**src/rtl/axil_regfile_pkg.sv**
```systemverilog
// Shared constants and FSM state types for the AXI4-Lite register bank.
package axil_regfile_pkg;

    localparam logic [1:0] RESP_OKAY   = 2'b00;
    localparam logic [1:0] RESP_SLVERR = 2'b10;
    localparam int         NUM_LANES   = 4;

    typedef enum logic {
        W_IDLE = 1'b0,
        W_RESP = 1'b1
    } wstate_e;

    typedef enum logic {
        R_IDLE = 1'b0,
        R_DATA = 1'b1
    } rstate_e;

endpackage

```
**src/rtl/axil_regfile_wmerge.sv**
```systemverilog
// Byte-strobe merge: lanes with a set strobe take the new data, others keep the old word.
module axil_regfile_wmerge
    import axil_regfile_pkg::*;
(
    input  logic [8*NUM_LANES-1:0] old_word,
    input  logic [8*NUM_LANES-1:0] wdata,
    input  logic [NUM_LANES-1:0]   wstrb,
    output logic [8*NUM_LANES-1:0] new_word
);

    // Per-lane select between retained and incoming byte
    always_comb begin
        new_word = old_word;
        for (int b = 0; b < NUM_LANES; b++) begin
            if (wstrb[b]) begin
                new_word[8*b +: 8] = wdata[8*b +: 8];
            end else begin
                new_word[8*b +: 8] = old_word[8*b +: 8];
            end
        end
    end

endmodule

```
**src/rtl/axil_regfile.sv**
```systemverilog
// AXI4-Lite slave exposing NUM_REGS 32-bit control registers with per-register new-value flags.
// Build option: define AXIL_REGFILE_SLVERR_EN to answer out-of-range accesses with SLVERR.
module axil_regfile
    import axil_regfile_pkg::*;
#(
    parameter  int NUM_REGS = 8,
    parameter  int ADDR_W   = 32,
    localparam int IDX_W    = (NUM_REGS > 1) ? $clog2(NUM_REGS) : 1
) (
    input  logic                     ACLK,
    input  logic                     ARESETN,
    input  logic [ADDR_W-1:0]        AWADDR,
    input  logic [2:0]               AWPROT,
    input  logic                     AWVALID,
    output logic                     AWREADY,
    input  logic [31:0]              WDATA,
    input  logic [3:0]               WSTRB,
    input  logic                     WVALID,
    output logic                     WREADY,
    output logic [1:0]               BRESP,
    output logic                     BVALID,
    input  logic                     BREADY,
    input  logic [ADDR_W-1:0]        ARADDR,
    input  logic [2:0]               ARPROT,
    input  logic                     ARVALID,
    output logic                     ARREADY,
    output logic [31:0]              RDATA,
    output logic [1:0]               RRESP,
    output logic                     RVALID,
    input  logic                     RREADY,
    output logic [32*NUM_REGS-1:0]   reg_q,
    output logic [NUM_REGS-1:0]      reg_valid,
    input  logic [NUM_REGS-1:0]      reg_ack
);

`ifdef AXIL_REGFILE_SLVERR_EN
    localparam logic [1:0] OOR_RESP = RESP_SLVERR;
`else
    localparam logic [1:0] OOR_RESP = RESP_OKAY;
`endif

    wstate_e               wstate_q, wstate_d;
    rstate_e               rstate_q, rstate_d;
    logic                  aw_held_q, aw_held_d, w_held_q, w_held_d;
    logic [ADDR_W-1:0]     awaddr_q, awaddr_d;
    logic [31:0]           wdata_q, wdata_d;
    logic [3:0]            wstrb_q, wstrb_d;
    logic                  awready_q, awready_d, wready_q, wready_d;
    logic                  bvalid_q, bvalid_d;
    logic [1:0]            bresp_q, bresp_d;
    logic                  arready_q, arready_d, rvalid_q, rvalid_d;
    logic [31:0]           rdata_q, rdata_d;
    logic [1:0]            rresp_q, rresp_d;
    logic [32*NUM_REGS-1:0] regs_q, regs_d;
    logic [NUM_REGS-1:0]   reg_valid_q, reg_valid_d;

    logic                  aw_hs_s, w_hs_s, b_hs_s, ar_hs_s;
    logic                  aw_have_s, w_have_s, commit_s;
    logic [ADDR_W-1:0]     cm_addr_s;
    logic [31:0]           cm_data_s, old_word_s, merged_s, r_word_s;
    logic [3:0]            cm_strb_s;
    logic                  w_in_range_s, r_in_range_s;
    logic [IDX_W-1:0]      w_idx_s, r_idx_s;
    logic [NUM_REGS-1:0]   set_s;
    logic                  unused_s;

    function automatic logic addr_in_range(input logic [ADDR_W-1:0] a);
        return a[ADDR_W-1:2] < (ADDR_W-2)'(NUM_REGS);
    endfunction

    assign aw_hs_s   = AWVALID && awready_q;
    assign w_hs_s    = WVALID && wready_q;
    assign b_hs_s    = BREADY && bvalid_q;
    assign ar_hs_s   = ARVALID && arready_q;
    assign aw_have_s = aw_held_q || aw_hs_s;
    assign w_have_s  = w_held_q || w_hs_s;
    assign commit_s  = (wstate_q == W_IDLE) && aw_have_s && w_have_s;

    // A channel captured in an earlier cycle is used from its latch, otherwise straight from the bus
    assign cm_addr_s    = aw_held_q ? awaddr_q : AWADDR;
    assign cm_data_s    = w_held_q ? wdata_q : WDATA;
    assign cm_strb_s    = w_held_q ? wstrb_q : WSTRB;
    assign w_in_range_s = addr_in_range(cm_addr_s);
    assign w_idx_s      = w_in_range_s ? cm_addr_s[IDX_W+1:2] : '0;
    assign old_word_s   = regs_q[{w_idx_s, 5'd0} +: 32];
    assign r_in_range_s = addr_in_range(ARADDR);
    assign r_idx_s      = r_in_range_s ? ARADDR[IDX_W+1:2] : '0;
    assign r_word_s     = regs_q[{r_idx_s, 5'd0} +: 32];
    assign unused_s     = ^{AWPROT, ARPROT, cm_addr_s[1:0], ARADDR[1:0]};

    axil_regfile_wmerge u_wmerge (
        .old_word (old_word_s),
        .wdata    (cm_data_s),
        .wstrb    (cm_strb_s),
        .new_word (merged_s)
    );

    // State and output registers
    always_ff @(posedge ACLK or negedge ARESETN) begin
        if (!ARESETN) begin
            wstate_q    <= W_IDLE;
            rstate_q    <= R_IDLE;
            aw_held_q   <= 1'b0;
            w_held_q    <= 1'b0;
            awaddr_q    <= '0;
            wdata_q     <= 32'd0;
            wstrb_q     <= 4'd0;
            awready_q   <= 1'b0;
            wready_q    <= 1'b0;
            bvalid_q    <= 1'b0;
            bresp_q     <= RESP_OKAY;
            arready_q   <= 1'b0;
            rvalid_q    <= 1'b0;
            rdata_q     <= 32'd0;
            rresp_q     <= RESP_OKAY;
            regs_q      <= '0;
            reg_valid_q <= '0;
        end else begin
            wstate_q    <= wstate_d;
            rstate_q    <= rstate_d;
            aw_held_q   <= aw_held_d;
            w_held_q    <= w_held_d;
            awaddr_q    <= awaddr_d;
            wdata_q     <= wdata_d;
            wstrb_q     <= wstrb_d;
            awready_q   <= awready_d;
            wready_q    <= wready_d;
            bvalid_q    <= bvalid_d;
            bresp_q     <= bresp_d;
            arready_q   <= arready_d;
            rvalid_q    <= rvalid_d;
            rdata_q     <= rdata_d;
            rresp_q     <= rresp_d;
            regs_q      <= regs_d;
            reg_valid_q <= reg_valid_d;
        end
    end

    // Write FSM next state
    always_comb begin
        wstate_d = wstate_q;
        case (wstate_q)
            W_IDLE: begin
                if (commit_s) wstate_d = W_RESP;
                else          wstate_d = W_IDLE;
            end
            W_RESP: begin
                if (b_hs_s) wstate_d = W_IDLE;
                else        wstate_d = W_RESP;
            end
            default: wstate_d = W_IDLE;
        endcase
    end

    // AW/W channel latches, cleared once the write commits
    always_comb begin
        aw_held_d = aw_held_q;
        w_held_d  = w_held_q;
        awaddr_d  = awaddr_q;
        wdata_d   = wdata_q;
        wstrb_d   = wstrb_q;
        if (commit_s) begin
            aw_held_d = 1'b0;
            w_held_d  = 1'b0;
        end else begin
            aw_held_d = aw_have_s;
            w_held_d  = w_have_s;
        end
        if (aw_hs_s) awaddr_d = AWADDR;
        else         awaddr_d = awaddr_q;
        if (w_hs_s) begin
            wdata_d = WDATA;
            wstrb_d = WSTRB;
        end else begin
            wdata_d = wdata_q;
            wstrb_d = wstrb_q;
        end
    end

    // Write FSM outputs
    always_comb begin
        awready_d = (wstate_d == W_IDLE) && !aw_held_d;
        wready_d  = (wstate_d == W_IDLE) && !w_held_d;
        bvalid_d  = (wstate_d == W_RESP);
        bresp_d   = bresp_q;
        if (commit_s) bresp_d = w_in_range_s ? RESP_OKAY : OOR_RESP;
        else          bresp_d = bresp_q;
    end

    // Register bank and new-value flags; a commit beats a same-cycle acknowledge
    always_comb begin
        regs_d = regs_q;
        set_s  = '0;
        if (commit_s && w_in_range_s) begin
            regs_d[{w_idx_s, 5'd0} +: 32] = merged_s;
            set_s[w_idx_s]                = 1'b1;
        end else begin
            regs_d = regs_q;
            set_s  = '0;
        end
        reg_valid_d = (reg_valid_q & ~reg_ack) | set_s;
    end

    // Read FSM next state
    always_comb begin
        rstate_d = rstate_q;
        case (rstate_q)
            R_IDLE: begin
                if (ar_hs_s) rstate_d = R_DATA;
                else         rstate_d = R_IDLE;
            end
            R_DATA: begin
                if (RREADY) rstate_d = R_IDLE;
                else        rstate_d = R_DATA;
            end
            default: rstate_d = R_IDLE;
        endcase
    end

    // Read FSM outputs; data sampled from the bank before any same-edge write
    always_comb begin
        arready_d = (rstate_d == R_IDLE);
        rvalid_d  = (rstate_d == R_DATA);
        rdata_d   = rdata_q;
        rresp_d   = rresp_q;
        if (ar_hs_s) begin
            rdata_d = r_in_range_s ? r_word_s : 32'd0;
            rresp_d = r_in_range_s ? RESP_OKAY : OOR_RESP;
        end else begin
            rdata_d = rdata_q;
            rresp_d = rresp_q;
        end
    end

    assign AWREADY   = awready_q;
    assign WREADY    = wready_q;
    assign BVALID    = bvalid_q;
    assign BRESP     = bresp_q;
    assign ARREADY   = arready_q;
    assign RVALID    = rvalid_q;
    assign RDATA     = rdata_q;
    assign RRESP     = rresp_q;
    assign reg_q     = regs_q;
    assign reg_valid = reg_valid_q;

endmodule

```
**config.mk**
```make
export PLATFORM = sky130hd
export DESIGN_NAME = axil_regfile
export DESIGN_NICKNAME = d
export VERILOG_FILES = /design/src/rtl/axil_regfile_pkg.sv /design/src/rtl/axil_regfile_wmerge.sv /design/src/rtl/axil_regfile.sv
export SDC_FILE = /design/constraint.sdc
export NUM_CORES = 1
export LEC_CHECK = 0
export BUFFER_PORTS_ARGS = -buffer_cell sky130_fd_sc_hd__buf_2
export CORE_AREA = 10 10 204 350
export DETAILED_ROUTE_END_ITERATION = 12
export DIE_AREA = 0 0 214 360
export SLEW_MARGIN = 20
export SYNTH_ARGS = -nofsm -noshare
export SYNTH_HDL_FRONTEND = slang
export SYNTH_SLANG_ARGS = --single-unit
```
**constraint.sdc**
```tcl
create_clock -name ACLK -period 4.1 [get_ports ACLK]
set_input_delay 0.205 -clock ACLK [delete_from_list [all_inputs] [get_ports ACLK]]
set_output_delay 0.205 -clock ACLK [all_outputs]
set_load 0.1 [all_outputs]
```
==> impl_summary.txt, run 1 <==
----------------------------------------------------
[STA]
  Unrepaired setup endpoints after global routing ... no
  Least-Margin Pin Slew ... roughly 1.1 ns
  Normalized max-slew margin ... about a quarter
  Upper clock frequency limit ... around 0.26 GHz
  Final period utilization ... 94.64%
  Minimum clock period ... 3.880 ns
  Endpoints failing hold ... 0
  Setup TNS after final layout ... 0 ns
  Number of pins exceeding their max-slew limit in the final report ... 0
  Final worst clock skew ... 0.02368 ns
  Number of failing setup endpoints in the final timing report ... 0

[Die]
  Initial Utilization ... between 20% and 30%
  Core Rows ... approximately 120
  Die X ... approximately 210 µm
  Core footprint ... 65320 µm²
  I/O pins ... approximately 430
  Total Die Area ... 77040 µm²
  Die Ht ... approximately 360 µm

[Setup path]
  Crit path DAT ... approximately 4.3 ns
  Type of origin of the critical path ... primary input
  Critical Path Fanout Max ... 16
  Startpoint of the lowest-slack register-to-register path ... awaddr_q[10]
  Setup slack of the worst register-to-register path ... 0.25 ns
  Setup crit end kind ... flip-flop
  Kind of critical path ... in2reg
  FF-to-FF path depth ... 14
  End of the worst register-to-register path ... reg_q[129]
  Required time at the endpoint of the critical path ... roughly 4.6 ns

[Drt]
  Routed wl met3 ... 7.057 mm
  DRT met1 WL ... around 34 mm
  Drt drc ... 0
  Uppermost metal layer occupied by signal nets ... met5
  Detailed-route wire length ... a little over 90 mm
  DR WL met2 ... between 40 and 50 mm
  Starting DRT DRC Count ... ~1.5k
  Vias per inst ... 6.007
  Total number of vias ... approximately 18k
  DRT Pass-1 Iters ... 6
  ANT nets after route ... 0
  Wire per inst ... approximately 30 µm

[Yosys]
  Cell with the most instances after synthesis ... sky130_fd_sc_hd__dfrtp_1
  Top_reg_cell synth ... sky130_fd_sc_hd__dfrtp_1
  EDFF count, synth ... 0
  Top area cells in the synthesized netlist ... sky130_fd_sc_hd__dfrtp_1 (48%), sky130_fd_sc_hd__a22o_1 (8.6%), sky130_fd_sc_hd__mux2_2 (8.0%), sky130_fd_sc_hd__mux4_2 (3.7%), sky130_fd_sc_hd__nand2_1 (3.5%)
  Seq cells post-synth ... 369
  Portion of synthesized cell area occupied by the leading cell type ... 47.71%
  Mean Syn Cell Area ... between 10 and 15 µm²
  Sequential-to-total area share from yosys stat ... approximately 48%
  Total number of yosys warnings ... 0
  Distinct cell type count after synthesis ... between 50 and 60
  Most numerous cell types in the synthesized netlist ... sky130_fd_sc_hd__dfrtp_1 (369), sky130_fd_sc_hd__a22o_1 (190), sky130_fd_sc_hd__nand2_1 (181)
  Cell area after synthesis ... about 19000 µm²
  Gate count after technology mapping ... ~1.7k
  Cell type with the highest aggregate area in the netlist ... sky130_fd_sc_hd__dfrtp_1
  Share of synthesized registers carrying an async set or reset ... 100.0%

[Worst hold path]
  Worst hold-check path type ... in2reg
  Hold endpoint ... reg_valid[3]
  Worst hold path stage count ... 3
  Hold Crit Start ... reg_ack[3]

[Place]
  Detailed placement HPWL ... 59.90 mm
  Number of buffers inserted by port buffering ... around 410
  RD Place Congestion ... between 0.8 and 0.9

[Clock tree]
  Clock tree from TritonCTS ... built
  Clock Latency Late Sink ... roughly 0.60 ns
  Clock buffer depth ... 3
  Number of buffers created by CTS ... 39
  Level count of the clock H-tree ... 2
  Total number of clock tree sinks ... between 300 and 400
  Register clock-pin slew on the reported worst setup and hold paths ... roughly 0.06 ns
  Buffer type at the clock tree root ... sky130_fd_sc_hd__clkbuf_16

[Layout]
  Flip-flop and latch area ... approximately 9200 µm²
  Number of fill cells ... 6434
  Fin nets ... approximately 2.2k
  Layout-stage area growth over the synthesis result ... 27.33%
  Area used by multi-input combinational logic ... around 9400 µm²
  Layout cells sized above 1 ... 39.47%

[Pwr]
  Comb pwr share ... around a third
  Net load switching power ... 4.440 mW
  Leakage ... roughly 11 nW
  Total Power Consumption ... between 10 and 15 mW
  Internal power ... ~7.4 mW
  Total power density per cell area ... between 400 and 500 nW/µm²
  Maximum resistive drop on vdd ... roughly 0.00034 V
  Switching fraction of total power ... 37.35%
  Sequential share of power ... a little over a third
  Clock power share ... between 30% and 40%

[Global routing]
  Pin count of the biggest net entering global routing ... roughly 120
  Via count of the first global-routing pass ... a little under 20k
  Global-route wire length before repair ... between 100 and 150 mm
  Antenna violations before repair ... 5
  Global route total overflow ... 0
  Total routing resource utilization after global routing ... 22.91%

[Run status]
  Run status ... complete, no violations

[Run]
  Max-cap violation count ... 0

----------------------------------------------------
[power by group through the flow]
stage / clock [mW] / combinational [mW] / sequential (mW)
global placement: 0 / 3.84 / 4.23
global route: 3.85 / 4.32 / 4.24
floorplan: 0 / 2.54 / 4.33
CTS: 3.72 / 4.01 / 4.19
finish: 3.65 / 4.05 / 4.19
detailed placement: 0 / 3.93 / 4.26
[layer usage]
metal,vias to the layer above,global-route usage (%)
li1,7485,-
met3,277,4.610
met1,9331,26.38
met5,-,0
met2,1136,39.60
met4,2,11.60
[repair_timing]
action                     4_1_cts  5_1_grt
setup endpoints to repair        0       21
hold endpoints to repair       190        0
gates resized for setup          0        2
hold buffers                    80        0
setup buffers                    0        2
[flip-flops by register name, summed over array words and instances (netlist names), 4 cells and up]
signal / count
wdata_q: 32
reg_valid: 8
RDATA: 32
wstrb_q: 4
awaddr_q: 30
reg_q: 256
[cells in the final DEF, fill, tap and decap left out, drive strengths merged, types with 32 or more instances in the layout]
master       netlist  final
a211oi            32     32
buf               70    481
nor3              37     37
a221o             35     35
dlygate4sd3        0     80
a311oi            32     32
a221oi            32     32
o31ai             32     32
mux2             168    168
mux4              32     32
a22o             190    190
a31oi             32     32
a21oi            112    112
nand2            181    181
clkbuf           102     53
dfrtp            369    369
[worst max-delay path: stages]
cell and delay, ns:
sky130_fd_sc_hd__dlygate4sd3_1 0.53, sky130_fd_sc_hd__buf_2 0.12, sky130_fd_sc_hd__or4_1 0.57, sky130_fd_sc_hd__nor3_4 0.24, sky130_fd_sc_hd__o22a_4 0.17, sky130_fd_sc_hd__nand2_1 0.10
sky130_fd_sc_hd__nor2_2 0.17, sky130_fd_sc_hd__inv_1 0.08, sky130_fd_sc_hd__ha_1 0.19, sky130_fd_sc_hd__ha_1 0.29, sky130_fd_sc_hd__nand2_1 0.12, sky130_fd_sc_hd__or4_4 0.53
sky130_fd_sc_hd__nor4_4 0.26, sky130_fd_sc_hd__buf_4 0.18, sky130_fd_sc_hd__buf_12 0.20, sky130_fd_sc_hd__mux2_2 0.36
[worst max-delay path by stage]
stage                     from    endpoint  slack [ns]  cells after the start
finish              AWADDR[23]  reg_q[129]        0.22                     16
global route        AWADDR[23]  reg_q[129]       0.008                     16
CTS                 AWADDR[15]  reg_q[129]        0.20                     15
detailed placement  AWADDR[15]  reg_q[129]        0.13                     14
global placement    AWADDR[23]  reg_q[129]        0.13                     14
floorplan            aw_held_q  reg_q[130]        0.59                     13
[kinds of logic (layout without fill, tap and decap cells)]
group / after synthesis / in the layout / share of synthesized area (%)
muxes: 208 / 208 / 14.49
other: 1 / 6 / 0.01938
adders and majority gates: 5 / 5 / 0.3232
and+or+nand+nor: 317 / 317 / 8.010
buffers and inverters: 187 / 646 / 4.325
DFF: 369 / 369 / 47.71
AOI/OAI and AO/OA: 602 / 602 / 25.12
[layout make-up]
class / count / share of cell area (%)
antenna: 2 / 0.02031
clock buffer: 53 / 4.544
clock inverter: 17 / 0.6346
inverter: 15 / 0.2285
multi-input combinational: 1136 / 38.18
sequential: 369 / 37.47
tap: 882 / 4.478
timing repair buffer: 561 / 14.44
[metrics by stage]
stage          setup WS (ns)  hold slack (ns)  util, %  area (µm²)  std cells
6_report              0.2198           0.3477    37.73       24640       3035
5_1_grt             0.007748           0.3366    37.73       24640       3035
4_1_cts               0.2010           0.3076    37.68       24610       3031
3_5_place_dp          0.1324           0.3802    34.50       22540       2881
3_3_place_gp          0.1293           0.3556    34.50       22540       2881
2_1_floorplan         0.5877         -0.09059        -       19370       1692
Note: power is estimated with default switching activity, not from simulation.
==> inputs of run 2 (changes only) <==
Settings changed: CORE_AREA 10 10 204 350 to 10 10 205 352, DIE_AREA 0 0 214 360 to 0 0 215 362, SYNTH_HIERARCHICAL set to 1.
==> run 2 against run 1 <==
  * Global-route usage down 0.61 points
  * Register-to-register slack worse by 0.06 ns
  * Core utilization up 0.82 points
  * Combinational power down 29%
  * Critical path depth down 2
  * Via count down 3.5%
  * Critical endpoint is now reg_q[2]
  * Synthesized area up 1.4%
  * Clock skew up 0.018 ns
  * Routed wire length down 1.7%
  * Sequential share of layout area down 1.3 points
==> impl_summary.txt, run 2 <==
----------------------------------------------------
[Run status]
  Run status ... complete, no violations

[Die]
  Die Ht ... roughly 360 µm
  Core Rows ... between 100 and 150
  Total Die Area ... 77830 µm²
  Core footprint ... ~66000 µm²
  Die X ... about 220 µm
  Initial Utilization ... between 20% and 30%
  I/O pins ... between 400 and 500

[Global routing]
  Met2 usage ... a little under two fifths
  Antenna violations before repair ... 5
  GR met3 Demand/Resource ... under 10%
  Pin count of the biggest net entering global routing ... between 100 and 150
  Via count of the first global-routing pass ... 18.60k
  Global-route wire length before repair ... approximately 130 mm
  Global route total overflow ... 0
  Met1 track demand over resource ... ~26%
  Total routing resource utilization after global routing ... between 20% and 30%
  Layer carrying the most global-route usage ... met2

[Clock tree]
  Resize count post-CTS ... 0
  Clock buffer depth ... 3
  Total number of clock tree sinks ... between 300 and 400
  Level count of the clock H-tree ... 2
  Buffer type at the clock tree root ... sky130_fd_sc_hd__clkbuf_16
  Clock tree from TritonCTS ... built
  Clock Latency Late Sink ... approximately 0.59 ns
  Register clock-pin slew on the reported worst setup and hold paths ... 0.06 ns
  Number of buffers created by CTS ... 39

[Layout]
  Fin nets ... ~2.3k
  Layout cells sized above 1 ... between 30 and 40%
  Commonest non-fill, non-tap cells in the layout ... sky130_fd_sc_hd__buf_2 (409), sky130_fd_sc_hd__dfrtp_1 (368), sky130_fd_sc_hd__nand2_1 (247)
  Largest register FFs ... between 200 and 300
  Layout-stage area growth over the synthesis result ... 29.94%
  Final standard cell count with taps included and fillers excluded ... about 3.1k
  Most frequent standard cell in the layout excluding fill and tap cells ... sky130_fd_sc_hd__buf_2

[Setup path]
  Crit path DAT ... 4.36 ns
  Setup slack of the worst register-to-register path ... 0.19 ns
  Required time at the endpoint of the critical path ... around 4.6 ns
  Sequence of cells on the critical path ... nor4_1 > nand4_1 > a222oi_1 > buf_4 > and2b_1 > inv_2 > ha_1 > ha_2 > nor2_1 > nand2_1 > nor2_1 > nand3_2 > buf_4 > a22o_1
  Kind of critical path ... reg2reg
  Worst path buffer plus inverter count ... 3
  Setup crit end kind ... flip-flop
  Type of origin of the critical path ... flip-flop
  Cell type group with the largest total delay on the critical path ... simple AND/OR/NAND/NOR gates
  Largest stage delay on the critical path ... ~0.49 ns
  Critical Path Fanout Max ... 32
  Slowest-stage cell, CP ... sky130_fd_sc_hd__a222oi_1

[Yosys]
  Gate count after technology mapping ... roughly 1.7k
  Seq cells post-synth ... ~370
  Top_reg_cell synth ... sky130_fd_sc_hd__dfrtp_1
  Top area cells in the synthesized netlist ... sky130_fd_sc_hd__dfrtp_1 (47%), sky130_fd_sc_hd__mux2_2 (12%), sky130_fd_sc_hd__mux2i_1 (5.6%), sky130_fd_sc_hd__nand2_1 (4.8%), sky130_fd_sc_hd__mux4_2 (3.7%)
  Most numerous cell types in the synthesized netlist ... sky130_fd_sc_hd__dfrtp_1 (369), sky130_fd_sc_hd__nand2_1 (250), sky130_fd_sc_hd__mux2_2 (211)
  Mean Syn Cell Area ... ~11 µm²
  Cell type with the highest aggregate area in the netlist ... sky130_fd_sc_hd__dfrtp_1
  Portion of synthesized cell area occupied by the leading cell type ... between 40 and 50%
  Share of synthesized registers carrying an async set or reset ... 100.0%
  Cell with the most instances after synthesis ... sky130_fd_sc_hd__dfrtp_1
  Cell area after synthesis ... between 15000 and 20000 µm²
  EDFF count, synth ... 0
  Total number of yosys warnings ... 6
  Sequential-to-total area share from yosys stat ... 47.05%
  Distinct cell type count after synthesis ... between 50 and 60

[STA]
  Minimum clock period ... about 3.9 ns
  Number of pins exceeding their max-slew limit in the final report ... 0
  Final worst clock skew ... 0.04122 ns
  Unrepaired setup endpoints after global routing ... no
  Upper clock frequency limit ... ~0.26 GHz
  Number of failing setup endpoints in the final timing report ... 0
  Endpoints failing hold ... 0
  Least-Margin Pin Slew ... between 1 and 1.5 ns
  Setup TNS after final layout ... 0 ns
  Final period utilization ... 95.32%
  Normalized max-slew margin ... 24.42%

[Drt]
  Drt drc ... 0
  Wire per inst ... about 29 µm
  Detailed-route wire length ... 89.73 mm
  ANT nets after route ... 0
  DRT Pass-1 Iters ... 6
  Starting DRT DRC Count ... ~1.7k
  Total number of vias ... about 18k
  Vias per inst ... about 5.6

[Pwr]
  Leakage ... ~13 nW
  Total power density per cell area ... between 400 and 500 nW/µm²
  Total Power Consumption ... 10.88 mW
  Maximum resistive drop on vdd ... 0.0002651 V

[Worst hold path]
  Worst hold-check path type ... in2async

[Run]
  Max-cap violation count ... 0

[Place]
  Number of buffers inserted by port buffering ... 411
  # placed instances ... approximately 3k
  Detailed placement HPWL ... 59.21 mm
  RD Place Congestion ... about 0.85

----------------------------------------------------
## run 2: changes by cell type in the layout (fill, tap and decap cells not counted), moves of 63 or more
cell / change
sky130_fd_sc_hd__a21oi_1: -107
sky130_fd_sc_hd__o21ai_0: +63
sky130_fd_sc_hd__mux2_2: +73
sky130_fd_sc_hd__nand2_1: +77
sky130_fd_sc_hd__a22o_1: -157
sky130_fd_sc_hd__mux2i_1: +101
## run 2: cells by family (layout without fill, tap and decap cells)
logic type,after synthesis,count (layout),share of synthesized area (%)
other,1,8,0.01911
AOI/OAI and AO/OA,340,340,13.76
and+or+nand+nor,416,416,10.03
muxes,395,395,24.42
adders and majority gates,5,5,0.3187
buffers and inverters,208,722,4.418
DFF,369,369,47.05
## run 2: layout make-up
cell class	instances	area [µm²]
antenna	4	10.01
clock buffer	59	1194
clock inverter	11	152.6
fill	6453	40650
inverter	56	210.2
multi-input combinational	1160	9657
sequential	369	9235
tap	889	1112
timing repair buffer	596	3934
## run 2: what timing repair did
action / in CTS / in global routing
buffers inserted: 0 / 0
endpoints found under the hold margin: 167 / 0
hold buffers: 80 / 0
## run 2: through the flow
step                      hold WS (ns)  instance area, µm²  setup WS [ns]  util [%]
after floorplan               -0.09059               19650        0.04488         -
after global placement          0.2932               23350         0.2271     35.29
after detailed placement        0.3035               23350         0.1914     35.29
after CTS                       0.2789               25490         0.1594     38.54
after global routing            0.3315               25500        0.03477     38.55
final                           0.2454               25500         0.1918     38.55
## run 2: routing by layer
metal | part of all wire [%] | up-vias
met2 | 49 | 969
li1 | - | 7408
met1 | 38 | 8973
met3 | 8.0 | 240
met4 | 4.5 | 2
met5 | 0.014 | -
## run 2: worst paths after layout
check,start,endpoint,depth (start not counted)
hold reg to reg,RDATA[30],RDATA[30],2
hold / removal,ARESETN,reg_q[115],2
min in group ACLK,ARADDR[3],RDATA[15],5
setup reg to reg,aw_held_q,reg_q[2],14
max in group asynchronous,ARESETN,reg_q[234],3
setup / recovery,aw_held_q,reg_q[2],14
## run 2: worst register-to-register path, cell delays in order, from the launching register on
cell,delay (ns)
sky130_fd_sc_hd__dfrtp_1,0.47
sky130_fd_sc_hd__nor4_1,0.46
sky130_fd_sc_hd__nand4_1,0.22
sky130_fd_sc_hd__a222oi_1,0.49
sky130_fd_sc_hd__buf_4,0.21
sky130_fd_sc_hd__and2b_1,0.15
sky130_fd_sc_hd__inv_2,0.05
sky130_fd_sc_hd__ha_1,0.18
sky130_fd_sc_hd__ha_2,0.31
sky130_fd_sc_hd__nor2_1,0.14
sky130_fd_sc_hd__nand2_1,0.08
sky130_fd_sc_hd__nor2_1,0.14
sky130_fd_sc_hd__nand3_2,0.12
sky130_fd_sc_hd__buf_4,0.40
sky130_fd_sc_hd__a22o_1,0.38
## run 2: where the power goes
group	total (mW)	switching (mW)	leakage (nW)	internal, mW
logic	2.87	1.63	7.26	1.24
clock network	3.81	1.60	0.667	2.21
registers	4.20	0.193	4.78	4.00
==> inputs of run 3 (changes only) <==
Settings changed: CORE_AREA 10 10 205 352 to 2 2 161 282, DIE_AREA 0 0 215 362 to 0 0 163 284, PLACE_DENSITY set to 0.67.
==> run 3 against run 2 <==
  * Die area shrank 41%
  * Global-route usage is 10 points higher
  * Setup slack improved by 0.023 ns
  * Highest routed layer is now met4
  * Critical path type is now in2reg
  * Sequential share of layout area rose by 1.6 points
==> impl_summary.txt, run 3 (synthesized netlist as in run 2, its figures left out) <==
----------------------------------------------------
[Run status]
  Run status ... complete, no violations

[Die]
  Die Ht ... 284 µm
  Core Rows ... about 100
  Core footprint ... around 44000 µm²
  Initial Utilization ... between 40 and 50%
  Die X ... 163 µm
  I/O pins ... 426
  Total Die Area ... approximately 46000 µm²

[Place]
  # placed instances ... about 2.6k
  Post-detailed-placement cell area ... approximately 22000 µm²
  RD Place Congestion ... roughly 0.86
  Pre-CTS setup slack ... around 0.27 ns
  Detailed placement HPWL ... just under 50 mm
  Number of buffers inserted by port buffering ... just over 400

[Layout]
  Layout-stage area growth over the synthesis result ... 24.38%
  Number of fill cells ... between 3k and 4k
  Layout Cell Area excl Fill ... 24410 µm²
  Fin nets ... 2298
  Final core utilization ... between 50% and 60%
  Layout cells sized above 1 ... 37.64%
  Commonest non-fill, non-tap cells in the layout ... sky130_fd_sc_hd__buf_2 (409), sky130_fd_sc_hd__dfrtp_1 (368), sky130_fd_sc_hd__nand2_1 (246)
  Largest register FFs ... 256
  Most frequent standard cell in the layout excluding fill and tap cells ... sky130_fd_sc_hd__buf_2
  Final standard cell count with taps included and fillers excluded ... between 2k and 3k

[Clock tree]
  Clock tree from TritonCTS ... built
  Level count of the clock H-tree ... 2
  Number of buffers created by CTS ... 37
  Buffer type at the clock tree root ... sky130_fd_sc_hd__clkbuf_16
  Total number of clock tree sinks ... between 300 and 400
  Clock buffer depth ... 3
  Number of buffers added for setup after CTS ... 0
  Clock Latency Late Sink ... 0.54 ns
  Register clock-pin slew on the reported worst setup and hold paths ... 0.07 ns

[Drt]
  Starting DRT DRC Count ... 1509
  Wire per inst ... around 27 µm
  DRT Pass-1 Iters ... 6
  Drt drc ... 0
  ANT nets after route ... 0
  Total number of vias ... approximately 17k
  Vias per inst ... ~6.2
  Detailed-route wire length ... around 76 mm

[Global routing]
  Total routing resource utilization after global routing ... around a third
  Antenna violations before repair ... 3
  Global route total overflow ... 0
  Global-route wire length before repair ... 111.8 mm
  Pin count of the biggest net entering global routing ... between 100 and 150
  Via count of the first global-routing pass ... between 15k and 20k

[STA]
  Worst Slack Setup Final ... 0.2150 ns
  Number of failing setup endpoints in the final timing report ... 0
  Endpoints failing hold ... 0
  Number of pins exceeding their max-slew limit in the final report ... 0
  WHS ... just over 0.05 ns
  Minimum clock period ... 3.885 ns
  Least-Margin Pin Slew ... between 1 and 1.5 ns
  Upper clock frequency limit ... 0.2574 GHz
  Final worst clock skew ... approximately 0.012 ns
  Unrepaired setup endpoints after global routing ... no
  Final period utilization ... 94.76%
  Normalized max-slew margin ... 29.05%
  Setup TNS after final layout ... 0 ns

[Pwr]
  Maximum resistive drop on vdd ... ~0.00037 V
  Leakage ... approximately 12 nW
  Total Power Consumption ... 10.23 mW
  Total power density per cell area ... approximately 420 nW/µm²

[Setup path]
  Largest stage delay on the critical path ... between 0.5 and 0.6 ns
  End of the worst register-to-register path ... reg_q[18]
  Sequence of cells on the critical path ... dlygate4sd3_1 > buf_2 > nor4_1 > nand3b_1 > a22o_1 > nor2_4 > buf_4 > ha_2 > nor2_1 > nand2_1 > nor2_1 > nand3_2 > buf_4 > a22o_1
  Setup crit end kind ... flip-flop
  Slowest-stage cell, CP ... sky130_fd_sc_hd__dlygate4sd3_1
  Crit path DAT ... between 4 and 5 ns
  Critical Path Fanout Max ... 33
  Setup slack of the worst register-to-register path ... 0.23 ns
  Worst path buffer plus inverter count ... 4
  Levels on crit path ... 14
  Kind of critical path ... in2reg
  Startpoint of the lowest-slack register-to-register path ... aw_held_q
  Cell type group with the largest total delay on the critical path ... buffers and inverters
  Required time at the endpoint of the critical path ... 4.52 ns
  FF-to-FF path depth ... 12
  Type of origin of the critical path ... primary input

[Worst hold path]
  Worst hold-check path type ... in2reg
  Hold endpoint ... aw_held_q
  Worst hold path stage count ... 3
  Hold Crit Start ... AWVALID

[Run]
  Max-cap violation count ... 0

----------------------------------------------------
[run 3: worst reg2reg max path, delay by kind of cell, from the launching register on]
family / cells / cell delay [ns]
adders and majority gates: 1 / 0.54
DFF: 1 / 0.54
buffers and inverters: 2 / 0.93
and+or+nand+nor: 7 / 1.13
AOI/OAI and AO/OA: 2 / 0.63
[run 3: power by group]
part,leakage (nW),switching (mW),internal (mW)
sequential,4.78,0.246,4.00
combinational,6.94,1.45,1.06
clock,0.592,1.48,2.00
[run 3: worst max path at each step]
stage	start	to	slack [ns]
final	AWADDR[15]	reg_q[18]	0.22
after global routing	aw_held_q	reg_q[211]	0.06
after CTS	aw_held_q	reg_q[213]	0.24
after detailed placement	aw_held_q	reg_q[213]	0.27
after global placement	aw_held_q	reg_q[17]	0.32
after floorplan	aw_held_q	reg_q[223]	0.04
[run 3: final cells by class]
class,instances,area [µm²],area share [%]
Multi-Input combinational cell,1160,9654,39.54
Sequential cell,369,9235,37.83
Timing Repair Buffer,548,3381,13.85
Clock buffer,56,1110,4.546
Tap cell,572,715.7,2.932
Inverter,56,210.2,0.8610
Clock inverter,8,100.1,0.4100
Antenna cell,3,7.507,0.03075
[run 3: layer usage]
layer / routed length [µm] / part of all wire, % / track usage (%)
met1: 27120 / 36 / 37.56
met2: 37990 / 50 / 54.78
met3: 5680 / 7.5 / 5.466
met4: 5341 / 7.0 / 20.40
met5: 0 / 0 / 0
[run 3: repair_timing]
action	in CTS	in global routing
hold endpoints to repair	182	0
gates resized for setup	0	0
hold buffers	78	0
